===== config.mk =====
export PLATFORM = sky130hd
export DESIGN_NAME = pga_agc_controller
export DESIGN_NICKNAME = d
export VERILOG_FILES = /design/src/rtl/pga_agc_controller.sv
export SDC_FILE = /design/constraint.sdc
export NUM_CORES = 1
export LEC_CHECK = 0
export ABC_AREA = 1
export CAP_MARGIN = 20
export CORE_MARGIN = 2
export CORE_UTILIZATION = 50
export DETAILED_ROUTE_END_ITERATION = 12
export GPL_ROUTABILITY_DRIVEN = 0
export PLACE_DENSITY = 0.8
export SYNTH_ARGS = -nofsm -noshare
export SYNTH_HDL_FRONTEND = slang
export SYNTH_SLANG_ARGS = --single-unit

===== constraint.sdc =====
create_clock -name Clk -period 4.65 [get_ports Clk]
set_input_delay 1.1625 -clock Clk [delete_from_list [all_inputs] [get_ports Clk]]
set_output_delay 1.1625 -clock Clk [all_outputs]
set_load 0.005 [all_outputs]

===== src/rtl/pga_agc_controller.sv =====
// Automatic gain control loop: measures windowed peak |sample| and steps the PGA gain
// through the PGA controller's Int/Gain/Done handshake, settling after every write.
//
// state     | meaning
// ----------+-------------------------------------------------------------
// INIT      | after reset, wait for Enable to program GainInit once
// REQ       | PgaGain stable, raise PgaInt
// WAIT_DONE | hold PgaInt until PgaDone or timeout
// SETTLE    | PgaInt low, ignore samples for SettleCycles
// MEASURE   | track peak |sample| over WindowLen valid samples
// DECIDE    | compare peak with thresholds, maybe request a gain step
// IDLE      | loop disabled, wait for Enable
module pga_agc_controller #(
    parameter int         SampleWidth   = 12,
    parameter int         WindowLen     = 1024,
    parameter int         HighThresh    = 1800,
    parameter int         LowThresh     = 600,
    parameter int         SettleCycles  = 4096,
    parameter int         TimeoutCycles = 65535,
    parameter logic [2:0] GainInit      = 3'd0
) (
    input  logic                   Reset_n,
    input  logic                   Clk,
    input  logic                   Enable,
    input  logic                   SampleValid,
    input  logic [SampleWidth-1:0] Sample,
    output logic                   PgaInt,
    output logic [2:0]             PgaGain,
    input  logic                   PgaDone,
    output logic [2:0]             Gain,
    output logic [SampleWidth-1:0] Peak,
    output logic                   Locked,
    output logic                   Error
);

    localparam int TMR_MAX = (SettleCycles > TimeoutCycles) ? SettleCycles : TimeoutCycles;
    localparam int TW      = $clog2(TMR_MAX + 1);
    localparam int CW      = $clog2(WindowLen + 1);

    localparam logic [TW-1:0]          TIMEOUT_LOAD = TW'(TimeoutCycles - 1);
    localparam logic [TW-1:0]          SETTLE_LOAD  = TW'(SettleCycles - 1);
    localparam logic [CW-1:0]          WIN_LOAD     = CW'(WindowLen - 1);
    localparam logic [SampleWidth-1:0] HIGH_T       = SampleWidth'(HighThresh);
    localparam logic [SampleWidth-1:0] LOW_T        = SampleWidth'(LowThresh);
    localparam logic [SampleWidth-1:0] ONE_S        = SampleWidth'(1);

    typedef enum logic [2:0] {
        S_INIT,
        S_REQ,
        S_WAIT_DONE,
        S_SETTLE,
        S_MEASURE,
        S_DECIDE,
        S_IDLE
    } state_t;

    state_t                 state_q, state_d;
    logic                   pga_int_q, pga_int_d;
    logic [2:0]             pga_gain_q, pga_gain_d;
    logic [2:0]             gain_q, gain_d;
    logic [SampleWidth-1:0] peak_q, peak_d;
    logic                   locked_q, locked_d;
    logic                   error_q, error_d;
    logic [SampleWidth-1:0] max_q, max_d;
    logic [CW-1:0]          win_cnt_q, win_cnt_d;
    logic [TW-1:0]          timer_q, timer_d;

    logic [SampleWidth-1:0] sample_abs;
    logic [SampleWidth-1:0] max_next;
    logic                   leave_to_idle;

    // Unsigned magnitude: the most-negative code maps to 2^(SampleWidth-1) exactly.
    assign sample_abs = Sample[SampleWidth-1] ? ((~Sample) + ONE_S) : Sample;
    assign max_next   = (sample_abs > max_q) ? sample_abs : max_q;

    // A running SPI handshake is never abandoned; only these states react to Enable=0.
    assign leave_to_idle = !Enable &&
                           ((state_q == S_SETTLE) || (state_q == S_MEASURE) || (state_q == S_DECIDE));

    always_ff @(posedge Clk or negedge Reset_n) begin
        if (!Reset_n) begin
            state_q    <= S_INIT;
            pga_int_q  <= 1'b0;
            pga_gain_q <= GainInit;
            gain_q     <= GainInit;
            peak_q     <= '0;
            locked_q   <= 1'b0;
            error_q    <= 1'b0;
            max_q      <= '0;
            win_cnt_q  <= WIN_LOAD;
            timer_q    <= '0;
        end else begin
            state_q    <= state_d;
            pga_int_q  <= pga_int_d;
            pga_gain_q <= pga_gain_d;
            gain_q     <= gain_d;
            peak_q     <= peak_d;
            locked_q   <= locked_d;
            error_q    <= error_d;
            max_q      <= max_d;
            win_cnt_q  <= win_cnt_d;
            timer_q    <= timer_d;
        end
    end

    always_comb begin
        state_d    = state_q;
        pga_int_d  = pga_int_q;
        pga_gain_d = pga_gain_q;
        gain_d     = gain_q;
        peak_d     = peak_q;
        locked_d   = locked_q;
        error_d    = error_q;
        max_d      = max_q;
        win_cnt_d  = win_cnt_q;
        timer_d    = timer_q;

        if (leave_to_idle) begin
            state_d   = S_IDLE;
            max_d     = '0;
            win_cnt_d = WIN_LOAD;
            locked_d  = 1'b0;
            error_d   = 1'b0;
        end else begin
            case (state_q)
                S_INIT: begin
                    if (Enable) begin
                        pga_gain_d = GainInit;
                        state_d    = S_REQ;
                    end
                end
                S_REQ: begin
                    pga_int_d = 1'b1;
                    timer_d   = TIMEOUT_LOAD;
                    state_d   = S_WAIT_DONE;
                end
                S_WAIT_DONE: begin
                    if (PgaDone) begin
                        pga_int_d = 1'b0;
                        gain_d    = pga_gain_q;
                        timer_d   = SETTLE_LOAD;
                        state_d   = S_SETTLE;
                    end else if (timer_q == '0) begin
                        pga_int_d = 1'b0;
                        error_d   = 1'b1;
                        timer_d   = SETTLE_LOAD;
                        state_d   = S_SETTLE;
                    end else begin
                        timer_d = timer_q - TW'(1);
                    end
                end
                S_SETTLE: begin
                    max_d     = '0;
                    win_cnt_d = WIN_LOAD;
                    if (timer_q == '0) begin
                        state_d = S_MEASURE;
                    end else begin
                        timer_d = timer_q - TW'(1);
                    end
                end
                S_MEASURE: begin
                    if (SampleValid) begin
                        if (win_cnt_q == '0) begin
                            peak_d    = max_next;
                            max_d     = '0;
                            win_cnt_d = WIN_LOAD;
                            state_d   = S_DECIDE;
                        end else begin
                            max_d     = max_next;
                            win_cnt_d = win_cnt_q - CW'(1);
                        end
                    end
                end
                S_DECIDE: begin
                    // Thresholds are exclusive: a peak equal to either one counts as locked.
                    if (peak_q > HIGH_T) begin
                        locked_d = 1'b0;
                        if (gain_q != 3'd0) begin
                            pga_gain_d = gain_q - 3'd1;
                            state_d    = S_REQ;
                        end else begin
                            state_d = S_MEASURE;
                        end
                    end else if (peak_q < LOW_T) begin
                        locked_d = 1'b0;
                        if (gain_q != 3'd7) begin
                            pga_gain_d = gain_q + 3'd1;
                            state_d    = S_REQ;
                        end else begin
                            state_d = S_MEASURE;
                        end
                    end else begin
                        locked_d = 1'b1;
                        state_d  = S_MEASURE;
                    end
                end
                S_IDLE: begin
                    if (Enable) begin
                        state_d = S_MEASURE;
                    end
                end
                default: begin
                    state_d = S_INIT;
                end
            endcase
        end
    end

    assign PgaInt  = pga_int_q;
    assign PgaGain = pga_gain_q;
    assign Gain    = gain_q;
    assign Peak    = peak_q;
    assign Locked  = locked_q;
    assign Error   = error_q;

endmodule


* Word level (Yosys, flattened, before mapping) *
Index checks and enable logic that the tools add are counted.

storage, ports and cells
  flip-flop bits (word level) = 63
  bits in latches = 0
  memory bits (writable) = 0
  ROM bits = 0
  input port bits = 17
  memories kept = 0

cells by class
  add/sub/neg operators = 5
  multiply operators = 0
  divide/modulo/power cells = 0
  $lt $le $gt $ge = 3
  eq/ne operators = 20
  shift-type cells = 0
  muxes and demuxes = 44
  bitwise operators = 2
  reduce and logical (&&, ||, !) cells = 23

operator list
  cell                   count
  $mux 12                5
  $mux 3                 17
  $mux 16                3
  $pmux 16 s3            1
  $mux 11                3
  $pmux 12 s2            1
  $pmux 11 s2            1
  $pmux 3 s7             1
  $logic_not 16->1       1
  $sub 16x1->16 const B  1
  $ne 3x3->1 const B     5
  $add 12x1->12 const B  1
  $gt 12x11->1 const B   1
  $gt 12x12->1           1
  $lt 12x10->1 const B   1
  $not 12->12            1
  $reduce_and 3->1       4
  $reduce_and 6->1       2
  $logic_not 11->1       1
  $sub 11x1->11 const B  1
  $mux 1                 10
  $reduce_bool 2->1      5
  $eq 3x3->1 const B     3
  $ne 3x2->1 const B     3
  18 further kinds       24

* Depth between registers and ports, before layout *
  word-level depth = 9
  gate-level depth with buffers = 19

* Worst setup path after synthesis *
Ideal clock, no wire load.

  path kind = input to register
  from = input Sample[0]
  to = register max_q[0]
  setup time = 0.126 ns
  arrival = 3.058 ns
  data required time = 4.524 ns
  path slack = 1.466 ns
  cell stages on the path = 18
  path through = inv_1 ha_1 nand3_1 inv_1 nand2_1 nand2_1 nand2_1 nand2_1 nand2_1 ha_1 nand4_1 nor2_1 nand2_1 nand3_1 clkbuf_1 nand3_1 nand3_1 o21ai_0

between the ends
  word-level cells in the longest chain between the ends = 9

ends and longest elaborated chain
  element               RTL line  text
  from (decl)           26        input logic [SampleWidth-1:0] Sample,
  $not 12->12           73        assign sample_abs = Sample[SampleWidth-1] ? ((~Sample) + ONE_S) : Sample;
  $add 12x1->12         73
  $mux 12 (*)           73
  $gt 12x12->1          74        assign max_next = (sample_abs > max_q) ? sample_abs : max_q;
  $mux 12 (*)           74
  $mux 12 (*)           163       if (win_cnt_q == '0) begin
  $mux 12 (*)           162       if (SampleValid) begin
  $pmux 12 s2 (*)       125       case (state_q)
  $mux 12 (*)           118       if (leave_to_idle) begin
  to (signal assigned)  100       max_q <= max_d;
  to (decl)             64        logic [SampleWidth-1:0] max_q, max_d;

Mark *: on every way between the ends. The rest lies on a longest branch, timed or not. The select of a mux whose other input is x is not followed.
A chain may end at the register's enable or synchronous reset.

* Worst setup path after layout *
  from = input Sample[0]
  to = register max_q[6]

The elaborated chain is that of the path after synthesis.

==> impl_metrics.prom <==
# TYPE chip_impl_metric gauge
chip_impl_metric{name="postCtsHoldBufs",unit=""} 0
chip_impl_metric{name="yosysUniqueCellTypes",unit=""} 42
chip_impl_metric{name="io_buffers",unit=""} 37
chip_impl_metric{name="route.detailed.drc",unit=""} 0
chip_impl_metric{name="min_delay_path_depth",unit=""} 2
chip_impl_metric{name="achievable-frequency",unit="MHz"} 255
chip_impl_metric{name="worst-r2r-setup-slack",unit="ns"} 2.33
chip_impl_metric{name="antenna_cells_inserted",unit=""} 0
chip_impl_info{name="worstPathCellList",value="clkdlybuf4s50_1 -> inv_1 -> nand3_1 -> nor2_1 -> nand2_1 -> or2_2 -> inv_1 -> ha_1 -> a21oi_1 -> o21a_1 -> nand3_1 -> nand2_1 -> nand2_1 -> nand3_1 -> o21ai_0"} 1
chip_impl_info{name="worstSetupPathType",value="input pin to flop"} 1
chip_impl_metric{name="cts.path.max_buffers",unit=""} 2
chip_impl_info{name="reg2reg_from",value="max_q[1]$_DFFE_PN0P_"} 1
chip_impl_metric{name="synth_seq_cells",unit=""} 63
chip_impl_metric{name="pwr-share-seq",unit="%"} 34.8
chip_impl_metric{name="cts_inserted_buffers",unit=""} 9
chip_impl_metric{name="clkSlewWorstSetupHoldPaths",unit="ns"} 0.07
chip_impl_info{name="critPathSlowestCell",value="sky130_fd_sc_hd__nand2_1"} 1
chip_impl_info{name="dominant_cell_type_by_area_after_synthesis",value="sky130_fd_sc_hd__dfrtp_1"} 1
chip_impl_metric{name="overall_die_area",unit="mm²"} 0.00917
chip_impl_metric{name="via_to_cell_ratio",unit=""} 5.32
chip_impl_metric{name="die_x",unit="µm"} 95.7
chip_impl_info{name="whs_endpoint",value="PgaInt$_DFFE_PN0P_"} 1
chip_impl_metric{name="finalHoldViolations",unit=""} 0
chip_impl_info{name="root_buffer",value="sky130_fd_sc_hd__clkbuf_8"} 1
chip_impl_metric{name="floorplan.rows",unit=""} 33
chip_impl_metric{name="internal-power",unit="mW"} 1.26
chip_impl_metric{name="clock_skew",unit="ns"} 0.0142
chip_impl_info{name="worst_flop_to_flop_path_endpoint",value="max_q[11]$_DFFE_PN0P_"} 1
chip_impl_metric{name="postLayoutSetupSlackWorst",unit="ns"} 0.728
chip_impl_metric{name="peakVddDrop",unit="mV"} 0.251
chip_impl_metric{name="grt.overflow.total",unit=""} 0
chip_impl_metric{name="post-cts-setup-buffers",unit=""} 0
chip_impl_metric{name="globalRouteTotalUtil",unit="%"} 22.7
chip_impl_info{name="worst_setup_path_start_kind",value="input pin"} 1
chip_impl_metric{name="pwr_density",unit="mW/mm²"} 464
chip_impl_metric{name="comb_power_share",unit="%"} 45.0
chip_impl_metric{name="htree_levels",unit=""} 3
chip_impl_metric{name="dr_total_vias",unit=""} 3917
chip_impl_metric{name="floorplan.initialDensity",unit="%"} 51.5
chip_impl_metric{name="global_route_wire_length_before_repair",unit="µm"} 16500
chip_impl_metric{name="sw_frac_of_total",unit="%"} 44.0
chip_impl_metric{name="cp.required",unit="ns"} 4.87
chip_impl_metric{name="place.detailed.hpwl",unit="µm"} 7240
chip_impl_metric{name="drt_first_pass_iters",unit=""} 5
chip_impl_metric{name="power_switching",unit="µW"} 986
chip_impl_info{name="hp-start",value="PgaInt$_DFFE_PN0P_"} 1
chip_impl_metric{name="cap_viol_max_count",unit=""} 0
chip_impl_metric{name="grt_pass1_vias",unit=""} 3781
chip_impl_metric{name="numPlacedInstances",unit=""} 719
chip_impl_metric{name="grt_max_degree",unit=""} 47
chip_impl_info{name="critPathCaptureType",value="flop"} 1
chip_impl_metric{name="synthesized_area",unit="mm²"} 0.00421
chip_impl_metric{name="final.hold.worst_slack",unit="ns"} 0.472
chip_impl_info{name="ys_top_cells_by_area",value="sky130_fd_sc_hd__dfrtp_1, sky130_fd_sc_hd__nand2_1, sky130_fd_sc_hd__nand3_1, sky130_fd_sc_hd__inv_1, sky130_fd_sc_hd__dfstp_2"} 1
chip_impl_metric{name="post-synth-top-area-fraction",unit="%"} 31.5
chip_impl_metric{name="first_iteration_detailed_routing_drc_count",unit=""} 190
chip_impl_metric{name="synth_enable_flop_cells",unit=""} 0
chip_impl_metric{name="worst-slew-pin-transition",unit="ns"} 0.967
chip_impl_metric{name="fraction_of_layout_cells_with_a_size_suffix_above_1",unit="%"} 9.03
chip_impl_metric{name="clkPwrFrac",unit="%"} 20.3
chip_impl_metric{name="slew_limit_headroom",unit="%"} 35.3
chip_impl_metric{name="syn_area_per_cell",unit="µm²"} 7.17
chip_impl_metric{name="syn-instance-count",unit=""} 587
chip_impl_metric{name="critPathArrivalTime",unit="ns"} 4.14
chip_impl_metric{name="setup_viol",unit=""} 0
chip_impl_metric{name="die_h",unit="µm"} 95.7
chip_impl_metric{name="core_area",unit="mm²"} 0.00818
chip_impl_metric{name="wl",unit="µm"} 9630
chip_impl_metric{name="quantity_of_gates_resized_following_cts",unit=""} 0
chip_impl_metric{name="layout.filler_cells",unit=""} 740
chip_impl_metric{name="top_level_ports",unit=""} 38
chip_impl_metric{name="initial_antenna_violation_count",unit=""} 0
chip_impl_info{name="unrepaired_setup_endpoints_after_global_routing",value="no"} 1
chip_impl_metric{name="timing.final.crit_share",unit="%"} 84.3
chip_impl_metric{name="postSynth.asyncResetShare",unit="%"} 100
chip_impl_metric{name="period_minus_slack",unit="ns"} 3.92
chip_impl_info{name="clock_tree_from_tritoncts",value="done"} 1
chip_impl_metric{name="cts.sinks",unit=""} 63
chip_impl_metric{name="clock_insertion_delay_worst_skew",unit="ns"} 0.35
chip_impl_metric{name="finalNonFillerCells",unit=""} 736
chip_impl_metric{name="synthesis.yosys.warnings",unit=""} 0
chip_impl_metric{name="nNetsFinal",unit=""} 660
chip_impl_metric{name="timing.setup.tns",unit="ns"} 0
chip_impl_metric{name="cellLeakagePower",unit="nW"} 2.36
chip_impl_metric{name="synth_sequential_area_ratio",unit="%"} 37.8
chip_impl_metric{name="pre_cts_slack",unit="ns"} 0.367
chip_impl_metric{name="wire_per_inst",unit="µm"} 13.1
chip_impl_metric{name="slowest_delay",unit="ns"} 0.46
chip_impl_metric{name="fin_total_pwr",unit="mW"} 2.24
chip_impl_info{name="run_status",value="complete, no violations"} 1
chip_impl_metric{name="critical_path_peak_fanout",unit=""} 13
chip_impl_info{name="hp-class",value="flop to flop"} 1
chip_impl_info{name="dominantRegCellSynth",value="sky130_fd_sc_hd__dfrtp_1"} 1
chip_impl_metric{name="antenna_violating_nets_post_route",unit=""} 0
chip_impl_metric{name="slew_limit_fails",unit=""} 0
chip_impl_metric{name="timing.reg2reg.worst_path_depth",unit=""} 12
chip_impl_metric{name="flow.area_growth_from_synthesis",unit="%"} 14.7
chip_impl_metric{name="syn-num-nets",unit=""} 621
## Yosys cell counts (all sizes together), types with 7 or more instances
master    n
o21ai    38
nand3b   13
nor3      7
nand4    10
nand3    81
buf       8
a21oi    12
inv      85
dfstp    10
nand2   174
dfrtp    53
xor2      7
nor2     54
ha       16
## placed cells by master, fill, tap and decap left out, types with 2 or more instances in the layout
cell type | netlist | layout
sky130_fd_sc_hd__nand2_1 | 168 | 168
sky130_fd_sc_hd__inv_1 | 82 | 82
sky130_fd_sc_hd__nand3_1 | 79 | 79
sky130_fd_sc_hd__dfrtp_1 | 53 | 53
sky130_fd_sc_hd__nor2_1 | 49 | 49
sky130_fd_sc_hd__clkdlybuf4s50_1 | 0 | 36
sky130_fd_sc_hd__o21ai_0 | 31 | 31
sky130_fd_sc_hd__ha_1 | 16 | 16
sky130_fd_sc_hd__nand3b_1 | 13 | 13
sky130_fd_sc_hd__a21oi_1 | 12 | 12
sky130_fd_sc_hd__dfstp_2 | 10 | 10
sky130_fd_sc_hd__nand4_1 | 9 | 9
sky130_fd_sc_hd__clkbuf_8 | 0 | 9
sky130_fd_sc_hd__xor2_1 | 7 | 7
sky130_fd_sc_hd__nor3_1 | 6 | 6
sky130_fd_sc_hd__nand2_2 | 5 | 5
sky130_fd_sc_hd__clkinv_2 | 1 | 5
sky130_fd_sc_hd__o21ai_2 | 4 | 4
sky130_fd_sc_hd__nor2_2 | 3 | 3
sky130_fd_sc_hd__or2_2 | 3 | 3
sky130_fd_sc_hd__inv_2 | 2 | 2
sky130_fd_sc_hd__o21ai_1 | 2 | 2
sky130_fd_sc_hd__o21a_1 | 2 | 2
sky130_fd_sc_hd__mux2_2 | 2 | 2
sky130_fd_sc_hd__nand3_2 | 2 | 2
sky130_fd_sc_hd__clkbuf_1 | 3 | 2
## power groups by stage
stage | clock [mW] | sequential [mW] | combinational [mW]
floorplan | 0 | 0.756 | 0.807
global placement | 0 | 0.780 | 0.955
detailed placement | 0 | 0.784 | 0.997
CTS | 0.457 | 0.777 | 1.00
global route | 0.485 | 0.797 | 1.15
finish | 0.454 | 0.780 | 1.01
## metrics by stage
| step | utilization (%) | cell area, µm² |
|---|---|---|
| finish | 59.1 | 4830 |
| global route | 59.1 | 4830 |
| CTS | 58.8 | 4810 |
| detailed placement | 56.6 | 4630 |
| global placement | 56.6 | 4630 |
| floorplan | - | 4210 |
## worst max-delay path by stage
stage,from,end,depth (start not counted)
final,Sample[0],max_q[6]$_DFFE_PN0P_,15
after floorplan,Sample[0],max_q[0]$_DFFE_PN0P_,18
after detailed placement,Sample[0],Peak[5]$_DFFE_PN0P_,15
after CTS,Sample[0],max_q[6]$_DFFE_PN0P_,15
after global placement,Sample[0],Peak[5]$_DFFE_PN0P_,15
after global routing,Sample[0],max_q[11]$_DFFE_PN0P_,19
## cell families (layout without fill, tap and decap cells)
group                      count (synthesis)  count (layout)  share of synthesized area [%]
DFF                                       63              63                           37.8
adders and majority gates                 17              17                           5.23
buffers and inverters                     97             141                           9.78
muxes                                      2               2                          0.535
xor gates and xnor gates                   7               7                           1.46
and+or+nand+nor                          344             344                           37.3
AOI/OAI and AO/OA                         57              57                           7.94
## sequential cells by signal, summed over array words and instances (netlist names)
signal     cells
PgaGain        3
timer_q       16
Locked         1
Gain           3
Error          1
win_cnt_q     11
PgaInt         1
max_q         12
Peak          12
state_q        3
## cell type report
| type | instances | area, µm² | share of cell area, % |
|---|---|---|---|
| sequential | 63 | 1590 | 32.9 |
| clock buffer | 11 | 131 | 2.72 |
| timing repair buffer | 39 | 393 | 8.14 |
| tap | 105 | 131 | 2.72 |
| multi-input combinational | 427 | 2210 | 45.7 |
| inverter | 86 | 327 | 6.76 |
| clock inverter | 5 | 50.0 | 1.04 |
## critical path: cells and delay by family
family | cells | cell delay, ns
AO/OA/AOI/OAI | 3 | 0.39
adder cells (fa/ha/maj) | 1 | 0.24
buffers and inverters | 3 | 0.56
AND/OR/NAND/NOR | 8 | 1.78
## routing by layer
layer / global-route usage [%] / up-vias / routed length [µm]
li1: - / 1964 / -
met2: 40.4 / 88 / 4990
met1: 27.0 / 1853 / 4170
met5: 0 / - / 0
met4: 10.5 / 0 / 177
met3: 3.21 / 12 / 295
Power figures use the tool's default switching activity.
